`src/rtl/riscv_mem_pkg.sv`:
```
`default_nettype none
// ============================================================================
// Module      : riscv_mem_pkg
// Description : Shared FSM state encoding, store-size codes and lane widths
//               for the store read-modify-write path.
// Revision    : 1.0 - initial release
// ============================================================================
package riscv_mem_pkg;

    localparam int c_LANE_W    = 8;
    localparam int c_HALF_W    = 16;
    localparam int c_NUM_LANES = 4;

    typedef enum logic [1:0] {
        S_IDLE  = 2'd0,
        S_READ  = 2'd1,
        S_WRITE = 2'd2,
        S_DONE  = 2'd3
    } rmw_state_t;

    typedef enum logic [1:0] {
        SIZE_BYTE = 2'd0,
        SIZE_HALF = 2'd1,
        SIZE_WORD = 2'd2
    } store_size_t;

    function automatic store_size_t decode_size(input logic sel, input logic half);
        if (!sel)
            return SIZE_WORD;
        return half ? SIZE_HALF : SIZE_BYTE;
    endfunction

endpackage
`default_nettype wire

```
`src/rtl/store_merge.sv`:
```
`default_nettype none
// ============================================================================
// Module      : store_merge
// Description : Combinational lane merge of store data into an existing word.
// Revision    : 1.0 - initial release
// ============================================================================
module store_merge
    import riscv_mem_pkg::*;
(
    input  logic [31:0]  i_old_word,
    input  logic [31:0]  i_data,
    input  logic [1:0]   i_offset,
    input  store_size_t  i_size,
    output logic [31:0]  o_merged
);

    always_comb begin
        o_merged = i_old_word;
        case (i_size)
            SIZE_BYTE: o_merged[{i_offset, 3'b000} +: c_LANE_W] = i_data[c_LANE_W-1:0];
            SIZE_HALF: o_merged[{i_offset[1], 4'b0000} +: c_HALF_W] = i_data[c_HALF_W-1:0];
            default:   o_merged = i_data;
        endcase
    end

endmodule
`default_nettype wire

```
`src/rtl/store_rmw_unit.sv`:
```
`default_nettype none
// ============================================================================
// Module      : store_rmw_unit
// Description : Word/byte store unit; sub-word stores use read-modify-write.
//               Define STORE_HALFWORD_EN to add the Store_Half input.
// Revision    : 1.0 - initial release
// ============================================================================
module store_rmw_unit
    import riscv_mem_pkg::*;
#(
    parameter int ADDR_W = 32
) (
    input  logic              clk,
    input  logic              rst,
    input  logic              Req_valid,
    output logic              Req_ready,
    input  logic              Store_Select,
`ifdef STORE_HALFWORD_EN
    input  logic              Store_Half,
`endif
    input  logic [ADDR_W-1:0] Address,
    input  logic [31:0]       Write_data,
    output logic              Busy,
    output logic              Done,
    output logic [ADDR_W-1:0] Mem_addr,
    output logic              Mem_rd,
    output logic              Mem_wr,
    output logic [31:0]       Mem_wdata,
    input  logic [31:0]       Mem_rdata,
    input  logic              Mem_ack
);

    rmw_state_t        r_state;
    store_size_t       r_size;
    logic [1:0]        r_offset;
    logic [31:0]       r_data;
    logic              r_req_ready;
    logic              r_busy;
    logic              r_done;
    logic              r_mem_rd;
    logic              r_mem_wr;
    logic [ADDR_W-1:0] r_mem_addr;
    logic [31:0]       r_mem_wdata;

    store_size_t       w_req_size;
    logic [31:0]       w_merged;

`ifdef STORE_HALFWORD_EN
    assign w_req_size = decode_size(Store_Select, Store_Half);
`else
    assign w_req_size = decode_size(Store_Select, 1'b0);
`endif

    // Merge operates on the word being returned, so it lands in Mem_wdata on the ack edge
    store_merge u_merge (
        .i_old_word (Mem_rdata),
        .i_data     (r_data),
        .i_offset   (r_offset),
        .i_size     (r_size),
        .o_merged   (w_merged)
    );

    always_ff @(posedge clk or posedge rst) begin
        if (rst) begin
            r_state     <= S_IDLE;
            r_size      <= SIZE_WORD;
            r_offset    <= 2'b00;
            r_data      <= 32'd0;
            r_req_ready <= 1'b1;
            r_busy      <= 1'b0;
            r_done      <= 1'b0;
            r_mem_rd    <= 1'b0;
            r_mem_wr    <= 1'b0;
            r_mem_addr  <= '0;
            r_mem_wdata <= 32'd0;
        end else begin
            r_done <= 1'b0;
            case (r_state)
                S_IDLE: begin
                    if (Req_valid) begin
                        r_size      <= w_req_size;
                        r_offset    <= Address[1:0];
                        r_data      <= Write_data;
                        r_mem_addr  <= {Address[ADDR_W-1:2], 2'b00};
                        r_req_ready <= 1'b0;
                        r_busy      <= 1'b1;
                        if (w_req_size == SIZE_WORD) begin
                            r_mem_wr    <= 1'b1;
                            r_mem_wdata <= Write_data;
                            r_state     <= S_WRITE;
                        end else begin
                            r_mem_rd <= 1'b1;
                            r_state  <= S_READ;
                        end
                    end
                end
                S_READ: begin
                    if (Mem_ack) begin
                        r_mem_rd    <= 1'b0;
                        r_mem_wr    <= 1'b1;
                        r_mem_wdata <= w_merged;
                        r_state     <= S_WRITE;
                    end
                end
                S_WRITE: begin
                    if (Mem_ack) begin
                        r_mem_wr <= 1'b0;
                        r_done   <= 1'b1;
                        r_state  <= S_DONE;
                    end
                end
                default: begin
                    r_req_ready <= 1'b1;
                    r_busy      <= 1'b0;
                    r_state     <= S_IDLE;
                end
            endcase
        end
    end

    assign Req_ready = r_req_ready;
    assign Busy      = r_busy;
    assign Done      = r_done;
    assign Mem_rd    = r_mem_rd;
    assign Mem_wr    = r_mem_wr;
    assign Mem_addr  = r_mem_addr;
    assign Mem_wdata = r_mem_wdata;

endmodule
`default_nettype wire
```
`config.mk`:
```
export PLATFORM = sky130hd
export DESIGN_NAME = store_rmw_unit
export DESIGN_NICKNAME = d
export VERILOG_FILES = /design/src/rtl/riscv_mem_pkg.sv /design/src/rtl/store_merge.sv /design/src/rtl/store_rmw_unit.sv
export SDC_FILE = /design/constraint.sdc
export NUM_CORES = 1
export LEC_CHECK = 0
export BUFFER_PORTS_ARGS = -buffer_cell sky130_fd_sc_hd__buf_2
export CORE_MARGIN = 2
export CORE_UTILIZATION = 43
export DETAILED_ROUTE_END_ITERATION = 10
export GPL_TIMING_DRIVEN = 0
export PLACE_DENSITY = 0.7
export SYNTH_ARGS = -nofsm -noshare
export SYNTH_HDL_FRONTEND = slang
export SYNTH_SLANG_ARGS = --single-unit
```
`constraint.sdc`:
```
create_clock -name clk -period 3.5 [get_ports clk]
set_clock_uncertainty 0.1 [all_clocks]
set_input_delay 0.35 -clock clk [delete_from_list [all_inputs] [get_ports clk]]
set_output_delay 0.35 -clock clk [all_outputs]
set_load 0.01 [all_outputs]
```
==> impl_metrics.tcl <==
set metrics [dict create \
    path_delay_family "compound AO/OA/AOI/OAI gates" \
    numPortBuffers 167 \
    cts_buffers 9 \
    final_antenna_net_count 0 \
    syn_inst 442 \
    syn_to_final_growth_pct 27.2 \
    cts-root-buf "clkbuf_16" \
    grt_usage_pct 22.2 \
    nNetsFinal 733 \
    htreeDepth 3 \
    drt_iter0_drc 321 \
    worstPathMaxFanout 12 \
    worstPathArrival_ns 2.52 \
    core-area_mm2 0.0114 \
    async_flop_share_pct 100 \
    critPathLaunchType "register" \
    grt_pass1_vias 4251 \
    fmax_ghz 0.420 \
    post-route-util_pct 56.0 \
    path_cells "clkinv_1 -> ha_1 -> and4b_1 -> buf_2 -> a221oi_1 -> o221ai_1 -> o21a_1" \
    ys_warn_count 0 \
    ir_drop_uv 517 \
    cts_tree "yes" \
    tightestPinTransition_ns 0.561 \
    route.detailed.drc 0 \
    cp.required_ns 3.64 \
    place.gp.congestion 0.894 \
    max-clock-path-buffers 2 \
    drtPass1Iterations 5 \
    hold_viol 0 \
    fin_crit_ns 2.38 \
    path_clk_slew_ns 0.07 \
    io_pins 170 \
    run_status "finished, final reports clean" \
    rsz0062_at_grt "no" \
    die_area_mm2 0.0125 \
    relSlewSlack_pct 62.6 \
    clk-insertion-delay-late_ns 0.34 \
    die_x_um 112 \
    synth_edf_count 0 \
    drive_above_1_share_pct 43.5 \
    slowest_delay_ns 0.45 \
    avgViaCountPerCell 5.45 \
    power_leakage_uw 0.00299 \
    min_period_over_period_pct 68.0 \
    end_kind "register" \
    initial_core_util_pct 44.0 \
    critPathBufInv 2 \
    powerDensity_mw_per_mm2 969 \
    ys_seq_area_share_pct 52.0 \
    syn_area_mm2 0.00501 \
    antenna_found_initial 1 \
    drv_slew 0 \
    grt_max_degree 74 \
    num_rows 39 \
    avgSynthCellArea_um2 11.3 \
    cap_violations 0 \
    cts_sinks 104 \
    vias 4208 \
    grt_pass1_wl_um 21900 \
    wl_per_cell_um 17.9 \
    timing_worst_setup_path_type "reg -> reg" \
    ys_types 42 \
    p_total_uw 6170 \
    wirelength_um 13900 \
    slowest_stage "dfrtp_1" \
    die_y_um 112 \
    yosys_most_used_dff "dfrtp_1" \
    grt-ovfl-total 0 \
    worstHoldPathType "in -> reg" \
    dp_hpwl_um 10400 \
    setup_violations 0 \
    ys_ff_latch 104 \
]
==> cell usage in the layout, fill, tap and decap left out, types with 8 or more instances in the layout <==
master,n
inv_1,30
a221oi_1,16
a311oi_1,8
dfrtp_1,102
o221ai_1,19
ha_1,9
mux2_2,64
o21a_1,13
nor3_1,8
nor2_1,23
clkbuf_1,13
nor2b_1,8
o21ai_0,25
clkbuf_16,9
nand2_1,29
buf_2,180
==> cell usage after synthesis, types with 8 or more instances <==
master	n	share of area (%)
inv_1	31	2.3
mux2_2	64	14
o21ai_0	25	2.5
dfrtp_1	102	51
nand2_1	29	2.2
ha_1	9	2.2
o221ai_1	19	3.3
nor2_1	23	1.7
o21a_1	13	1.9
a311oi_1	8	1.4
nor3_1	8	0.80
buf_2	13	1.3
clkbuf_1	11	0.82
a221oi_1	16	2.8
nor2b_1	8	1.0
==> path summary, 6_finish.rpt <==
kind,from,end,slack [ns],depth (start not counted)
max in group asynchronous,rst,r_size[1],2.13,4
worst min-delay path,Address[19],Mem_addr[19],0.14,2
worst min register to register,r_data[31],r_data[31],0.39,2
worst max-delay path,r_offset[0],Mem_wdata[9],1.12,7
min in group asynchronous,rst,Mem_wdata[25],0.46,3
worst max register to register,r_offset[0],Mem_wdata[9],1.12,7
==> kinds of logic (layout without fill, tap and decap cells) <==
logic type                 Yosys count  after routing  synth area share [%]
AOI/OAI and AO/OA                  105            105                  15.4
adders and majority gates            9              9                  2.25
buffers and inverters               65            250                  6.10
DFF                                104            104                  52.0
muxes                               65             65                  14.6
other                                1              3                0.0749
and+or+nand+nor                     93             93                  9.52
==> registers in the layout, indices dropped and copies added, names as in the netlist <==
name / cells
Busy: 1
Mem_wdata: 32
Mem_addr: 30
Done: 1
Req_ready: 1
Mem_wr: 1
r_offset: 2
r_data: 32
Mem_rd: 1
r_state: 2
r_size: 1
==> worst register-to-register path, cell delays in order, from the launching register on <==
cell and delay, ns:
dfrtp_1 0.45, clkinv_1 0.29, ha_1 0.42, and4b_1 0.18, buf_2 0.17, a221oi_1 0.32, o221ai_1 0.21, o21a_1 0.14
==> per-stage QoR <==
step | std cells | setup slack, ns | cell area (µm²) | TNS (ns) | hold slack, ns
after floorplan | 443 | 0.321 | 5010 | 0 | 0.327
after CTS | 771 | 1.13 | 6370 | 0 | 0.124
after global routing | 772 | 0.962 | 6370 | 0 | 0.131
final | 772 | 1.12 | 6370 | 0 | 0.135
after global placement | 753 | -0.780 | 6030 | -79.00 | 0.358
after detailed placement | 754 | 1.14 | 6060 | 0 | 0.283
==> layer usage <==
| metal | up-vias | wire length [µm] | track usage, % |
|---|---|---|---|
| met4 | 0 | 444 | 9.63 |
| met1 | 2035 | 5810 | 28.4 |
| li1 | 1958 | - | - |
| met3 | 31 | 884 | 5.06 |
| met2 | 184 | 6720 | 36.4 |
| met5 | - | 0 | 0 |
==> area by class of cell <==
class,instances,area (µm²)
fillers,983,5000
flip-flops and latches,104,2610
multi-input cells,274,2100
repair buffers,169,873
clock buffers,12,246
plain buffers,32,181
well taps,143,179
inverters,33,126
clock inverters,4,53.8
diodes,1,2.50
==> timing repair <==
item	in CTS	in global routing
gates resized for setup	0	0
setup buffers	0	0
endpoints found under the hold margin	30	0
hold buffers	1	0
==> power breakdown <==
group	switching (µW)	internal, µW
logic	1620	1340
clock network	437	576
registers	368	1830
total	2420	3750
(Power assumes the default switching activity.)
